### config.mk
export PLATFORM = sky130hd
export DESIGN_NAME = n64adv2_rst_mask_ctrl
export DESIGN_NICKNAME = d
export VERILOG_FILES = /design/src/rtl/n64adv2_rst_mask_ctrl.sv
export SDC_FILE = /design/constraint.sdc
export NUM_CORES = 1
export LEC_CHECK = 0
export ABC_AREA = 1
export CAP_MARGIN = 10
export CORE_MARGIN = 2
export CORE_UTILIZATION = 40
export DETAILED_ROUTE_END_ITERATION = 16
export GPL_TIMING_DRIVEN = 0
export PLACE_DENSITY = 0.56
export SYNTH_ARGS = -nofsm -noshare
export SYNTH_HDL_FRONTEND = slang
export SYNTH_SLANG_ARGS = --single-unit
### constraint.sdc
create_clock -name SYS_CLK_i -period 1.9 [get_ports SYS_CLK_i]
set_input_delay 0.57 -clock SYS_CLK_i [delete_from_list [all_inputs] [get_ports SYS_CLK_i]]
set_output_delay 0.57 -clock SYS_CLK_i [all_outputs]
set_load 0.01 [all_outputs]
### src/rtl/n64adv2_rst_mask_ctrl.sv
// Console reset-button front end: synchronizer, debounce FSM, press/long-press pulses, reset masks.
// Optional long-press video-pipeline reset is built when LONGPRESS_FULLRST_EN is defined.
module n64adv2_rst_mask_ctrl #(
  parameter int unsigned SYNC_STAGES   = 2,
  parameter int unsigned DEBOUNCE_LEN  = 60000,
  parameter int unsigned LONGPRESS_LEN = 60000000,
  parameter int unsigned REARM_LEN     = 256
) (
  input  logic       SYS_CLK_i,
  input  logic       nSRST_i,
  input  logic       N64_nRST_i,
  input  logic       mask_video_i,
  input  logic       mask_audio_i,
  output logic [1:0] nRST_Masking_o,
  output logic       rst_event_o,
  output logic       long_press_o,
  output logic       press_active_o
);

  if (SYNC_STAGES < 2 || DEBOUNCE_LEN < 1 || LONGPRESS_LEN < 1 || REARM_LEN < 1)
  begin : gen_param_check
    $error("n64adv2_rst_mask_ctrl: invalid parameter value");
  end

  localparam logic [25:0] CntMax    = '1;
  localparam logic [25:0] DebLast   = 26'(DEBOUNCE_LEN - 1);
  localparam logic [25:0] RearmLast = 26'(REARM_LEN - 1);

  typedef enum logic [2:0] {
    StIdle, StDebPress, StPressed, StLong, StDebRel, StRearm
  } state_e;

  state_e                 state_q, state_d;
  logic [SYNC_STAGES-1:0] sync_q;
  logic                   n64_nrst_s;
  logic [25:0]            cnt_q, cnt_d;
  logic                   cnt_clr;
  logic                   rst_event_q, rst_event_d;
  logic [1:0]             mask_q;
  logic                   vid_drop;

`ifdef LONGPRESS_FULLRST_EN
  localparam logic [25:0] LongLast = 26'(LONGPRESS_LEN - 1);

  logic vid_drop_q, vid_drop_d;
  logic long_press_q, long_press_d;
`endif

  assign n64_nrst_s = sync_q[SYNC_STAGES-1];

  always_comb begin
    state_d     = state_q;
    cnt_clr     = 1'b0;
    rst_event_d = 1'b0;
`ifdef LONGPRESS_FULLRST_EN
    long_press_d = 1'b0;
    vid_drop_d   = vid_drop_q;
`endif
    case (state_q)
      StIdle: begin
        if (!n64_nrst_s) state_d = StDebPress;
      end
      StDebPress: begin
        if (n64_nrst_s) begin
          state_d = StIdle;
        end else if (cnt_q == DebLast) begin
          state_d     = StPressed;
          rst_event_d = 1'b1;
        end
      end
      StPressed: begin
        // Release takes priority over a coincident long-press expiry.
        if (n64_nrst_s) begin
          state_d = StDebRel;
`ifdef LONGPRESS_FULLRST_EN
        end else if (cnt_q == LongLast) begin
          state_d      = StLong;
          long_press_d = 1'b1;
          vid_drop_d   = 1'b1;
`endif
        end
      end
      StLong: begin
        if (n64_nrst_s) state_d = StDebRel;
      end
      StDebRel: begin
        if (!n64_nrst_s) begin
          cnt_clr = 1'b1;
        end else if (cnt_q == DebLast) begin
          state_d = StRearm;
        end
      end
      StRearm: begin
        if (cnt_q == RearmLast) begin
          state_d = StIdle;
`ifdef LONGPRESS_FULLRST_EN
          vid_drop_d = 1'b0;
`endif
        end
      end
      default: state_d = StIdle;
    endcase
  end

  // Cleared on every state change; saturates instead of wrapping.
  always_comb begin
    cnt_d = cnt_q;
    if (state_d != state_q || cnt_clr) begin
      cnt_d = '0;
    end else if (cnt_q != CntMax) begin
      cnt_d = cnt_q + 26'd1;
    end
  end

  always_ff @(posedge SYS_CLK_i) begin
    if (!nSRST_i) begin
      sync_q      <= '1;
      state_q     <= StIdle;
      cnt_q       <= '0;
      rst_event_q <= 1'b0;
      mask_q      <= 2'b00;
    end else begin
      sync_q      <= {sync_q[SYNC_STAGES-2:0], N64_nRST_i};
      state_q     <= state_d;
      cnt_q       <= cnt_d;
      rst_event_q <= rst_event_d;
      mask_q      <= {mask_audio_i, mask_video_i & ~vid_drop};
    end
  end

`ifdef LONGPRESS_FULLRST_EN
  always_ff @(posedge SYS_CLK_i) begin
    if (!nSRST_i) begin
      vid_drop_q   <= 1'b0;
      long_press_q <= 1'b0;
    end else begin
      vid_drop_q   <= vid_drop_d;
      long_press_q <= long_press_d;
    end
  end

  assign vid_drop     = vid_drop_q;
  assign long_press_o = long_press_q;
`else
  assign vid_drop     = 1'b0;
  assign long_press_o = 1'b0;
`endif

  assign nRST_Masking_o = mask_q;
  assign rst_event_o    = rst_event_q;
  assign press_active_o = (state_q == StPressed) || (state_q == StLong) ||
                          (state_q == StDebRel);

endmodule

==> results of run 1 <==
path summary, 6_finish.rpt:
check	slack (ns)	cells after the start	start	end
setup / recovery	0.008	13	cnt_q[1]	cnt_q[6]
hold / removal	0.42	1	sync_q[0]	sync_q[1]
setup reg to reg	0.008	13	cnt_q[1]	cnt_q[6]
hold reg to reg	0.42	1	sync_q[0]	sync_q[1]
routing by layer:
| layer | up-vias | track usage | routed length (um) |
|---|---|---|---|
| met2 | 30 | 0.270 | 2230 |
| met5 | - | 0 | 0 |
| met1 | 868 | 0.237 | 2350 |
| met4 | 0 | 0.0589 | 73 |
| li1 | 987 | - | - |
| met3 | 6 | 0.0400 | 181 |
cells in the mapped netlist (2+ instances only):
| master | number | area [sq um] |
|---|---|---|
| nand2_2 | 8 | 50.1 |
| dfxtp_1 | 34 | 681 |
| nand2_1 | 49 | 184 |
| buf_2 | 2 | 10.0 |
| nor2_4 | 23 | 259 |
| or2_2 | 2 | 12.5 |
| inv_2 | 3 | 11.3 |
| nor2_1 | 65 | 244 |
| xnor2_1 | 3 | 26.3 |
| nand3_2 | 3 | 30.0 |
| nor2_2 | 2 | 12.5 |
| nand3_1 | 21 | 105 |
| buf_12 | 2 | 40.0 |
| o21ai_0 | 2 | 10.0 |
| nor4_1 | 2 | 12.5 |
| inv_1 | 30 | 113 |
| nand4_1 | 4 | 25.0 |
| nor3_1 | 16 | 80.1 |
| xor2_1 | 15 | 131 |
| a21oi_1 | 5 | 25.0 |
logic make-up (layout without fill, tap and decap cells):
family	Yosys count	count (layout)	synth area share
AOI/OAI and AO/OA	7	7	0.0164
xor gates and xnor gates	18	18	0.0738
adders and majority gates	1	1	0.00585
buffers and inverters	39	68	0.0872
DFF	34	34	0.318
other	1	1	0.00175
and+or+nand+nor	199	199	0.496
flip-flops by register name (all words and copies together), names as in the netlist:
register and cells:
rst_event_o 1, state_q 3, cnt_q 26, nRST_Masking_o 2
sync_q 2
critical path, delay by kind of cell (launching register included):
family / cells / cell delay (ns)
DFF: 1 / 0.35
adders and majority gates: 1 / 0.16
buffers and inverters: 3 / 0.44
and+or+nand+nor: 9 / 0.83
power groups by stage:
| stage | clock [mW] | sequential [mW] | combinational, mW |
|---|---|---|---|
| 2_1_floorplan | 0 | 0.748 | 0.0783 |
| 3_3_place_gp | 0 | 0.749 | 0.105 |
| 3_5_place_dp | 0 | 0.749 | 0.105 |
| 4_1_cts | 0.675 | 0.732 | 0.147 |
| 5_1_grt | 0.706 | 0.733 | 0.192 |
| 6_report | 0.659 | 0.732 | 0.177 |
what timing repair did:
item / 4_1_cts / 5_1_grt
setup endpoints to repair: 27 / 26
resized for setup: 10 / 30
gates cloned: 1 / 1
buffers inserted: 6 / 5
pin swaps: 2 / 6
final cells by class:
type | instances | area (sq um) | share of cell area
Clock inverter | 3 | 40.0 | 0.0148
Multi-Input combinational cell | 226 | 1360 | 0.504
Inverter | 34 | 133 | 0.0491
Buffer | 5 | 70.1 | 0.0260
Clock buffer | 5 | 68.8 | 0.0255
Timing Repair Buffer | 21 | 244 | 0.0904
Sequential cell | 34 | 694 | 0.257
Tap cell | 70 | 87.6 | 0.0325
stage by stage:
stage	setup TNS, ns	cells
finish	0	398
global route	-2.23	398
CTS	0	392
detailed placement	-5.89	377
global placement	-6.63	377
floorplan	0	299
==> flow_summary.ini, run 1 <==
[finish]
area_growth_pct = 26.3
n_antenna_cell = 0
fin_nets = 333
final_cell_mix = nor2_1, nand2_1, inv_1, nor2_4, dfxtp_1
fillers = 548
design_area_sq_um = 2700
layout_commonest_cell = nor2_1
fin_util = 0.525
drive_gt1_frac = 0.290

[clocking]
cts.sinks = 34
cts_root_buffer = clkbuf_8
clk-insertion-delay-late_ns = 0.29
htreeDepth = 2
cts_buffer_depth = 2
cts_tree = built
cts_made_buffers = 5
postCtsHoldBufs = 0
path_clk_slew_ns = 0.07

[grt]
grt_start_max_net_pins = 12
grt_pass1_wl_mm = 8.09
grt_pass1_vias = 1723
grt_overflow = 0
track_usage = 0.174
antenna_found_initial = 0

[die]
row_count = 26
design.core.area_sq_um = 5140
initial_core_util = 0.416
dieArea_sq_um = 5940
die_w_um = 77.1
io-pin-count = 10
fp.dieH_um = 77.1

[yosys]
syn_area_per_cell_sq_um = 7.15
netlist_area_sq_um = 2140
ys_seq_area_frac = 0.319
synthCells = 299
ys.flop_type = dfxtp_1
synth_fp_nets = 305
synth_cell_type_count = 28
async_flop_share = 0
synth-edff-count = 0
ys_warn_count = 0
synth_seq_cells = 34

[timing]
fmax_mhz = 529
rsz0062_at_grt = true
layout_setup_ws_ns = 0.00836
fin_crit_ns = 1.89
holdWs_ns = 0.416
final_hold_viol_count = 0
finClkSkew_ns = 0.00293
final.period_utilization = 0.996
setup_viol = 0
report.final.slew_viol_count = 0

[placement]
place_congestion = 0.864
placed_cell_area_sq_um = 2300
portBuffers = 8
dp_hpwl_mm = 3.49
place_ws_ns = -0.268

[routing]
drc_errors = 0
viasPerCell = 4.75
vias = 1891
ant_nets = 0
drtIter0Drc = 98
dr.pass1.iters = 4
postRouteWirelength_mm = 4.83
wl_per_cell_um = 12.1

[pwr]
comb_power_share = 0.113
p_switching_mw = 0.367
p_total_mw = 1.57
intPower_mw = 1.20
peakVddDrop_mv = 0.368
switching_share = 0.234
p_leak_nw = 1.09
clock_power_share = 0.420
pwr-share-seq = 0.467
powerDensity_nw_per_um2 = 581

[critical_path]
crit_path_end_kind = flip-flop
critPathMaxStageDelay_ns = 0.35
cp_max_fo = 5
crit_required_ns = 2.08
crit_path_start_kind = flip-flop
critPathKind = flip-flop to flip-flop
crit_slowest_cell = dfxtp_2
worstPathCellList = ha_4 -> nand3_4 -> inv_4 -> nand2_4 -> inv_4 -> nand3_2 -> nand2_2 -> nand2_2 -> nor2_4 -> nand3_1 -> nand3_4 -> bufbuf_16 -> nor2_4
worstPathArrival_ns = 2.07

[worst_hold_path]
hp-class = flip-flop to flip-flop

[flow_run]
maxCapViolCount = 0

[run_status]
status = finished, final reports clean
Note: power is estimated with default switching activity, not from simulation.
==> run 2: changes to the inputs <==
--- a/config.mk
+++ b/config.mk
@@ -11,6 +11,7 @@
 export CORE_UTILIZATION = 40
 export DETAILED_ROUTE_END_ITERATION = 16
 export GPL_TIMING_DRIVEN = 0
+export HOLD_SLACK_MARGIN = 0.05
 export PLACE_DENSITY = 0.56
 export SYNTH_ARGS = -nofsm -noshare
 export SYNTH_HDL_FRONTEND = slang
==> results of run 2 <==
Same layout as run 1: the final DEF is identical, and so are final timing and power.
==> run 3: changes to the inputs <==
--- a/config.mk
+++ b/config.mk
@@ -11,7 +11,7 @@
 export CORE_UTILIZATION = 40
 export DETAILED_ROUTE_END_ITERATION = 16
 export GPL_TIMING_DRIVEN = 0
-export HOLD_SLACK_MARGIN = 0.05
+export HOLD_SLACK_MARGIN = 0.1
 export PLACE_DENSITY = 0.56
 export SYNTH_ARGS = -nofsm -noshare
 export SYNTH_HDL_FRONTEND = slang
==> results of run 3 <==
Same layout as run 1: the final DEF is identical, and so are final timing and power.
